File: config.mk
export PLATFORM = sky130hd
export DESIGN_NAME = serial_subtractor_flat
export DESIGN_NICKNAME = d
export VERILOG_FILES = /design/src/rtl/arith_pkg.sv /design/src/rtl/serial_subtractor_if.sv /design/src/rtl/full_subtractor_1bit.sv /design/src/rtl/serial_subtractor.sv /design/src/flat_wrapper.sv
export SDC_FILE = /design/constraint.sdc
export NUM_CORES = 1
export LEC_CHECK = 0
export CAP_MARGIN = 20
export CORE_MARGIN = 2
export CORE_UTILIZATION = 58
export CTS_BUF_LIST = sky130_fd_sc_hd__clkbuf_4 sky130_fd_sc_hd__clkbuf_8 sky130_fd_sc_hd__clkbuf_16
export CTS_CLUSTER_SIZE = 25
export DETAILED_ROUTE_END_ITERATION = 10
export DONT_BUFFER_PORTS = 1
export GPL_TIMING_DRIVEN = 0
export PLACE_DENSITY = 0.74
export SYNTH_ARGS = -nofsm -noshare
export SYNTH_HDL_FRONTEND = slang
export SYNTH_SLANG_ARGS = --single-unit
File: constraint.sdc
create_clock -name clk -period 1.8 [get_ports clk]
set_input_delay 0.45 -clock clk [delete_from_list [all_inputs] [get_ports clk]]
set_output_delay 0.45 -clock clk [all_outputs]
set_load 0.01 [all_outputs]
File: src/rtl/arith_pkg.sv
// Shared definitions for the bit-serial arithmetic blocks.
// The controller state encoding is common to the serial adder and subtractor.
package arith_pkg;

    typedef enum logic [1:0] {
        ST_IDLE = 2'd0,
        ST_RUN  = 2'd1,
        ST_DONE = 2'd2
    } state_t;

endpackage

File: src/rtl/serial_subtractor_if.sv
// Request/result bundle of the serial subtractor: start/busy/done handshake,
// operands, held result and the serial difference stream.
interface serial_subtractor_if #(
    parameter int WIDTH = 8
);
    logic             start;
    logic [WIDTH-1:0] a;
    logic [WIDTH-1:0] b;
    logic             bin;
    logic             busy;
    logic             done;
    logic [WIDTH-1:0] diff;
    logic             bout;
    logic             d_bit;
    logic             d_valid;

    modport master (
        output start, a, b, bin,
        input  busy, done, diff, bout, d_bit, d_valid
    );

    modport slave (
        input  start, a, b, bin,
        output busy, done, diff, bout, d_bit, d_valid
    );
endinterface

File: src/rtl/full_subtractor_1bit.sv
// One-bit full subtractor cell x - y - bin, written in the same gate style
// as the ripple full-adder cell.
module full_subtractor_1bit (
    input  logic x,
    input  logic y,
    input  logic bin,
    output logic d,
    output logic bout
);
    logic x_n;
    logic xy_x;
    logic g_xn_y;
    logic g_xn_b;
    logic g_y_b;

    assign x_n    = ~x;
    assign xy_x   = x ^ y;
    assign d      = xy_x ^ bin;
    assign g_xn_y = x_n & y;
    assign g_xn_b = x_n & bin;
    assign g_y_b  = y & bin;
    assign bout   = g_xn_y | g_xn_b | g_y_b;
endmodule

File: src/rtl/serial_subtractor.sv
// Bit-serial subtractor: diff = a - b - bin, one bit per clock LSB first,
// through a single full-subtractor cell with a registered borrow.
module serial_subtractor
    import arith_pkg::*;
#(
    parameter int WIDTH = 8
) (
    input  logic                clk,
    input  logic                rst,
    serial_subtractor_if.slave  bus
);
    localparam int CW = $clog2(WIDTH + 1);

    state_t           state_q,   state_d;
    logic [WIDTH-1:0] a_q,       a_d;
    logic [WIDTH-1:0] b_q,       b_d;
    logic             borrow_q,  borrow_d;
    logic [CW-1:0]    cnt_q,     cnt_d;
    logic [WIDTH-1:0] diff_q,    diff_d;
    logic             bout_q,    bout_d;
    logic             busy_q,    busy_d;
    logic             done_q,    done_d;
    logic             d_bit_q,   d_bit_d;
    logic             d_valid_q, d_valid_d;

    logic             cell_d;
    logic             cell_b;
    logic             last_bit;

    full_subtractor_1bit u_cell (
        .x    (a_q[0]),
        .y    (b_q[0]),
        .bin  (borrow_q),
        .d    (cell_d),
        .bout (cell_b)
    );

    assign last_bit = (cnt_q == CW'(WIDTH - 1));

    always_comb begin
        state_d   = state_q;
        a_d       = a_q;
        b_d       = b_q;
        borrow_d  = borrow_q;
        cnt_d     = cnt_q;
        diff_d    = diff_q;
        bout_d    = bout_q;
        busy_d    = busy_q;
        done_d    = 1'b0;
        d_bit_d   = d_bit_q;
        d_valid_d = 1'b0;

        case (state_q)
            ST_IDLE: begin
                if (bus.start) begin
                    a_d      = bus.a;
                    b_d      = bus.b;
                    borrow_d = bus.bin;
                    cnt_d    = '0;
                    diff_d   = '0;
                    busy_d   = 1'b1;
                    state_d  = ST_RUN;
                end
            end
            ST_RUN: begin
                // New bit enters at the MSB so the word is LSB-aligned after WIDTH shifts.
                diff_d    = (diff_q >> 1) | (WIDTH'(cell_d) << (WIDTH - 1));
                borrow_d  = cell_b;
                a_d       = a_q >> 1;
                b_d       = b_q >> 1;
                cnt_d     = cnt_q + CW'(1);
                d_bit_d   = cell_d;
                d_valid_d = 1'b1;
                if (last_bit) begin
                    bout_d  = cell_b;
                    busy_d  = 1'b0;
                    done_d  = 1'b1;
                    state_d = ST_DONE;
                end
            end
            ST_DONE: begin
                state_d = ST_IDLE;
            end
            default: begin
                busy_d  = 1'b0;
                state_d = ST_IDLE;
            end
        endcase
    end

    always_ff @(posedge clk or posedge rst) begin
        if (rst) begin
            state_q   <= ST_IDLE;
            a_q       <= '0;
            b_q       <= '0;
            borrow_q  <= 1'b0;
            cnt_q     <= '0;
            diff_q    <= '0;
            bout_q    <= 1'b0;
            busy_q    <= 1'b0;
            done_q    <= 1'b0;
            d_bit_q   <= 1'b0;
            d_valid_q <= 1'b0;
        end else begin
            state_q   <= state_d;
            a_q       <= a_d;
            b_q       <= b_d;
            borrow_q  <= borrow_d;
            cnt_q     <= cnt_d;
            diff_q    <= diff_d;
            bout_q    <= bout_d;
            busy_q    <= busy_d;
            done_q    <= done_d;
            d_bit_q   <= d_bit_d;
            d_valid_q <= d_valid_d;
        end
    end

    assign bus.busy    = busy_q;
    assign bus.done    = done_q;
    assign bus.diff    = diff_q;
    assign bus.bout    = bout_q;
    assign bus.d_bit   = d_bit_q;
    assign bus.d_valid = d_valid_q;
endmodule
File: src/flat_wrapper.sv
// flat-port wrapper written by rule: the top's interface ports become plain ports
module serial_subtractor_flat import arith_pkg::*;
#(
    parameter int WIDTH = 8
)
  (clk, rst, bus_start, bus_a, bus_b, bus_bin, bus_busy, bus_done, bus_diff, bus_bout, bus_d_bit, bus_d_valid);
  serial_subtractor_if #(.WIDTH(WIDTH)) bus_i ();
  input  logic clk;
  input  logic rst;
  input wire logic [$bits(bus_i.start)-1:0] bus_start;
  input wire logic [$bits(bus_i.a)-1:0] bus_a;
  input wire logic [$bits(bus_i.b)-1:0] bus_b;
  input wire logic [$bits(bus_i.bin)-1:0] bus_bin;
  output wire logic [$bits(bus_i.busy)-1:0] bus_busy;
  output wire logic [$bits(bus_i.done)-1:0] bus_done;
  output wire logic [$bits(bus_i.diff)-1:0] bus_diff;
  output wire logic [$bits(bus_i.bout)-1:0] bus_bout;
  output wire logic [$bits(bus_i.d_bit)-1:0] bus_d_bit;
  output wire logic [$bits(bus_i.d_valid)-1:0] bus_d_valid;
  assign bus_i.start = bus_start;
  assign bus_i.a = bus_a;
  assign bus_i.b = bus_b;
  assign bus_i.bin = bus_bin;
  assign bus_busy = bus_i.busy;
  assign bus_done = bus_i.done;
  assign bus_diff = bus_i.diff;
  assign bus_bout = bus_i.bout;
  assign bus_d_bit = bus_i.d_bit;
  assign bus_d_valid = bus_i.d_valid;
  serial_subtractor #(.WIDTH(WIDTH)) u_core (.clk(clk), .rst(rst), .bus(bus_i));
endmodule
# == Word level (Yosys, flattened, before mapping) ==
# Cells that the tools add are included.
# totals
regBits,36
inputBits,20
output_inout_bits,13
elab_cells,52
# op_classes
n_addsub,1
eq_ne,5
muxes,19
n_bitwise,10
reduce_logical,6
# op_table
cell,n
$pmux 8 s2,3
$mux 8,3
$or 7x8->8,1
$pmux 4 s2,1
$mux 1,6
$reduce_and 2->1,3
$add 4x1->4 const B,1
$eq 4x3->1 const B,1
$mux 2,2
$mux 4,1
$pmux 2 s2,1
$and 1x1->1,3
$pmux 1 s3,1
$reduce_and 3->1,1
$eq 2x1->1 const B,1
$eq 2x2->1 const B,1
$logic_not 2->1,1
$ne 2x1->1 const B,1
$ne 2x2->1 const B,1
$not 1->1,2
$or 1x1->1,2
$pmux 1 s2,1
$reduce_bool 2->1,1
$xor 1x1->1,2

# == Logic depth before layout (Yosys ltp) ==
# logic_depth
depth_word,5
ltp_mapped,5
mapped_depth_nobuf,4

# == Hierarchy ==
# Synthesis repeated with hierarchy kept, for this count alone.
# hier_totals
hier_cells,138
area_unflattened_um2,1650.3
# modules_own_cells
module,instances,cells_each,area_per_inst_um2,seq_area_each_um2
serial_subtractor,1,135,1622.8,900.9
full_subtractor_1bit,1,3,27.5,0.0

# == Worst setup path before layout ==
# No wires, ideal clock.
# synth_path
path_kind,reg-to-reg
start,register u_core.cnt_q[0]
end,"register u_core.bout_q, in the netlist u_core.bus.bout"
setup_ns,0.125
arrival_ns,1.138
t_required_ns,1.675
path_slack_ns,0.538
path_stages_with_launch,5
period_less_slack_ns,1.262
path_cell_list,dfrtp_1 ha_1 nand3b_1 nor2_1 mux2_2
# synth_between
elab_chain_len,2
# synth_rtl
element,line,text
"start, declared",serial_subtractor.sv:18,"logic [CW-1:0] cnt_q, cnt_d;"
"start signal, assigned",serial_subtractor.sv:109,cnt_q <= cnt_d;
$eq 4x3->1,serial_subtractor.sv:38,assign last_bit = (cnt_q == CW'(WIDTH - 1));
$reduce_and 2->1 (no source line),--,
"end signal, assigned",serial_subtractor.sv:111,bout_q <= bout_d;
"end, declared",serial_subtractor.sv:20,"logic bout_q, bout_d;"
# Every way passes these cells.
# A chain may end at the register's enable or synchronous reset.

# == Worst setup path in the final report ==
# Ends and elaborated chain as after synthesis.

==> metrics <==
height of the die=55.4 um; sequential fraction of the synthesis area=58.7%; Post-route DRC=0; reg-to-reg startpoint=u_core.cnt_q[0]; CTS tree=built; pins over their slew limit=0; Post-CTS Setup Inserts=0; Least-Margin Pin Slew=753 ps; CP max FO=5; Final setup viols=0; final hold violation count=0; hold slack=115 ps; GRT Util Overall=21.7%; clock power share=25.5%; Max Freq=695 MHz; max_cap viols=0; Site Rows=18; GR Util met2=33.3%; Critical path origin=u_core.cnt_q[0]; total clock sinks=36; post-synthesis mux area share=0.734%; sequential power share=43.9%; fin crit share=79.9%; Post-Route WL=2.90 mm; GPL Wtd Cong=0.793; Yosys reg bits=36; top cell type's share of synthesized area=58.7%; simple-gate area share of the yosys netlist=10.2%; Post-Place Cell Area=1600 sq um; kind of critical path=reg -> reg; top cells by area, synth=dfrtp_1, a22o_1, a22oi_1; critical path launch point type=register; relative slew slack=49.7%; total iterations of the first detailed-routing run=4; Power Internal=2.17 mW; max incr delay on CP=420 ps; met1 Usage GRT=27.2%; Inserted Clock Buffers=5; DR vias/cell=6.09; cell area after layout=1730 sq um; clock buffer depth=2; CP Capture Type=register; RSZ-0062 raised after global routing=false; Routed wire per std cell=16.6 um; dpl hpwl=2.13 mm; layout cells sized above 1=14.5%; delay-heaviest family, CP=flip-flops; largest net degree at the start of global routing=20; Yosys cell types=31; ant diodes=0; Synth Area in Adders=2.12%; syn nets=158; Post-Route Setup TNS=0 ps; synthesis-to-layout area growth=12.6%; Post-Synth XOR/XNOR Area=0%; crit path cell chain=ha_1 > nand3b_1 > nor2_1 > mux2_2; worst ir drop on vdd=1.62 mV; hold-fix buffers at CTS=0; GR peak layer=met2; Clock Latency Late Sink=340 ps; Iter 0 DRT Violations=41; initial antenna violation count=0; nets@finish=166; P_sw=1.11 mW; htree depth=2; Worst Skew=5.88 ps; CP max-delay cell=dfrtp_1; P per Cell Area=1900 nW/um^2; most common cell after layout, fill and taps aside=dfrtp_1; switching fraction of total power=33.8%; commonest non-fill, non-tap cells in the layout=dfrtp_1, nand2_1, o21ai_0, a22oi_1, a22o_1; Initial Util=61.4%; antenna viol nets, final=0; Pleak=0.779 nW; Synth Area in Compound Gates=22.8%; mean area per synthesized cell=11.3 sq um; grt total ovfl=0; Synth Instances=136; Ys Warns=0; Die ar.=3070 sq um; vias post-DR=1065; clock-pin slew on the worst setup and hold paths=110 ps; combinational group share of total power=30.6%; first-pass GRT wire length=5.17 mm; Die Wd=55.4 um; Synth Cell Area=1530 sq um; Worst Path Buf+Inv=0; CP required=2030 ps; largest family of logic cells by synthesized area=compound AO/OA/AOI/OAI gates; Hold WC Path Type=in -> async; IO Port Bufs=0; arrival time at the worst endpoint=1670 ps; vias in the first global route=1095; met3 Track Usage GR=9.84%; min Tclk post-route=1440 ps; PostCTS Resize Cnt=0; status=complete, no violations; cell taking the most area after synthesis=dfrtp_1; Core Area=2500 sq um; io pins=33; Root Buffer=clkbuf_4
## metal layers
| layer | routed length, um | share of wire [%] |
|---|---|---|
| met1 | 1270 | 44 |
| met5 | 0 | 0 |
| met2 | 1430 | 49 |
| met3 | 155 | 5.3 |
| met4 | 44 | 1.5 |
## worst reg2reg max path, cell delays in order, from the launching register on
cell	delay (ps)
dfrtp_1	420
ha_1	210
nand3b_1	160
nor2_1	180
mux2_2	350
## logic make-up after synthesis
family	count (synthesis)
AO/OA/AOI/OAI	51
adder cells (fa/ha/maj)	2
buffers and inverters	14
flip-flops	36
multiplexers	1
AND/OR/NAND/NOR	32
## registers in the layout, indices dropped and copies added (netlist names)
| signal | flops |
|---|---|
| u_core.borrow_q | 1 |
| u_core.cnt_q | 4 |
| u_core.bus.d_bit | 1 |
| u_core.bus.done | 1 |
| u_core.bus.d_valid | 1 |
| u_core.bus.bout | 1 |
| u_core.bus.diff | 8 |
| u_core.state_q | 2 |
| u_core.b_q | 8 |
| u_core.bus.busy | 1 |
| u_core.a_q | 8 |
## final timing paths
| kind | to | slack (ps) | cells past startpoint |
|---|---|---|---|
| worst max-delay path | u_core.bus.bout | 360 | 4 |
| worst min register to register | u_core.a_q[3] | 490 | 2 |
| max in group asynchronous | u_core.b_q[2] | 1140 | 2 |
| min in group clk | u_core.a_q[7] | 230 | 1 |
| worst min-delay path | u_core.bus.diff[4] | 110 | 1 |
| worst max register to register | u_core.bus.bout | 360 | 4 |
## synthesized netlist by cell type
cell / instances
a21oi_1: 2
a22o_1: 10
a22oi_1: 10
a31oi_1: 6
a41oi_1: 1
and2_1: 5
buf_2: 2
buf_4: 1
buf_6: 3
clkbuf_1: 1
clkbuf_2: 1
dfrtp_1: 36
fa_1: 1
ha_1: 1
inv_1: 4
inv_2: 2
mux2_2: 1
nand2_1: 19
nand2b_1: 1
nand3_1: 1
nand3b_1: 1
nor2_1: 2
nor2b_1: 1
nor2b_4: 1
nor3b_1: 1
o21a_1: 1
o21ai_0: 15
o21ai_1: 3
o21bai_4: 1
o22ai_1: 1
o2bb2ai_1: 1
## final cells by class
class                   count  area, sq um
flip-flops and latches     36          901
fillers                   187          773
multi-input cells          86          551
clock inverters             3         90.1
plain buffers               8         60.1
clock buffers               5         37.5
well taps                  30         37.5
repair buffers              1         27.5
inverters                   6         22.5
## power groups by stage
stage	Combinational, mW	Clock (mW)	Sequential [mW]
2_1_floorplan	0.806	0	1.39
3_3_place_gp	0.945	0	1.44
3_5_place_dp	1.01	0	1.46
4_1_cts	1.01	0.846	1.45
5_1_grt	1.15	0.891	1.49
6_report	1.00	0.838	1.44
## stage by stage
stage	utilization [%]	std cells	setup WS [ps]	power [mW]
after detailed placement	64.0	167	394	2.47
after global placement	62.9	166	233	2.38
after global routing	69.1	175	281	3.54
after floorplan	-	136	538	2.20
after CTS	69.1	175	362	3.31
final	69.1	175	362	3.28
(Power assumes the default switching activity.)
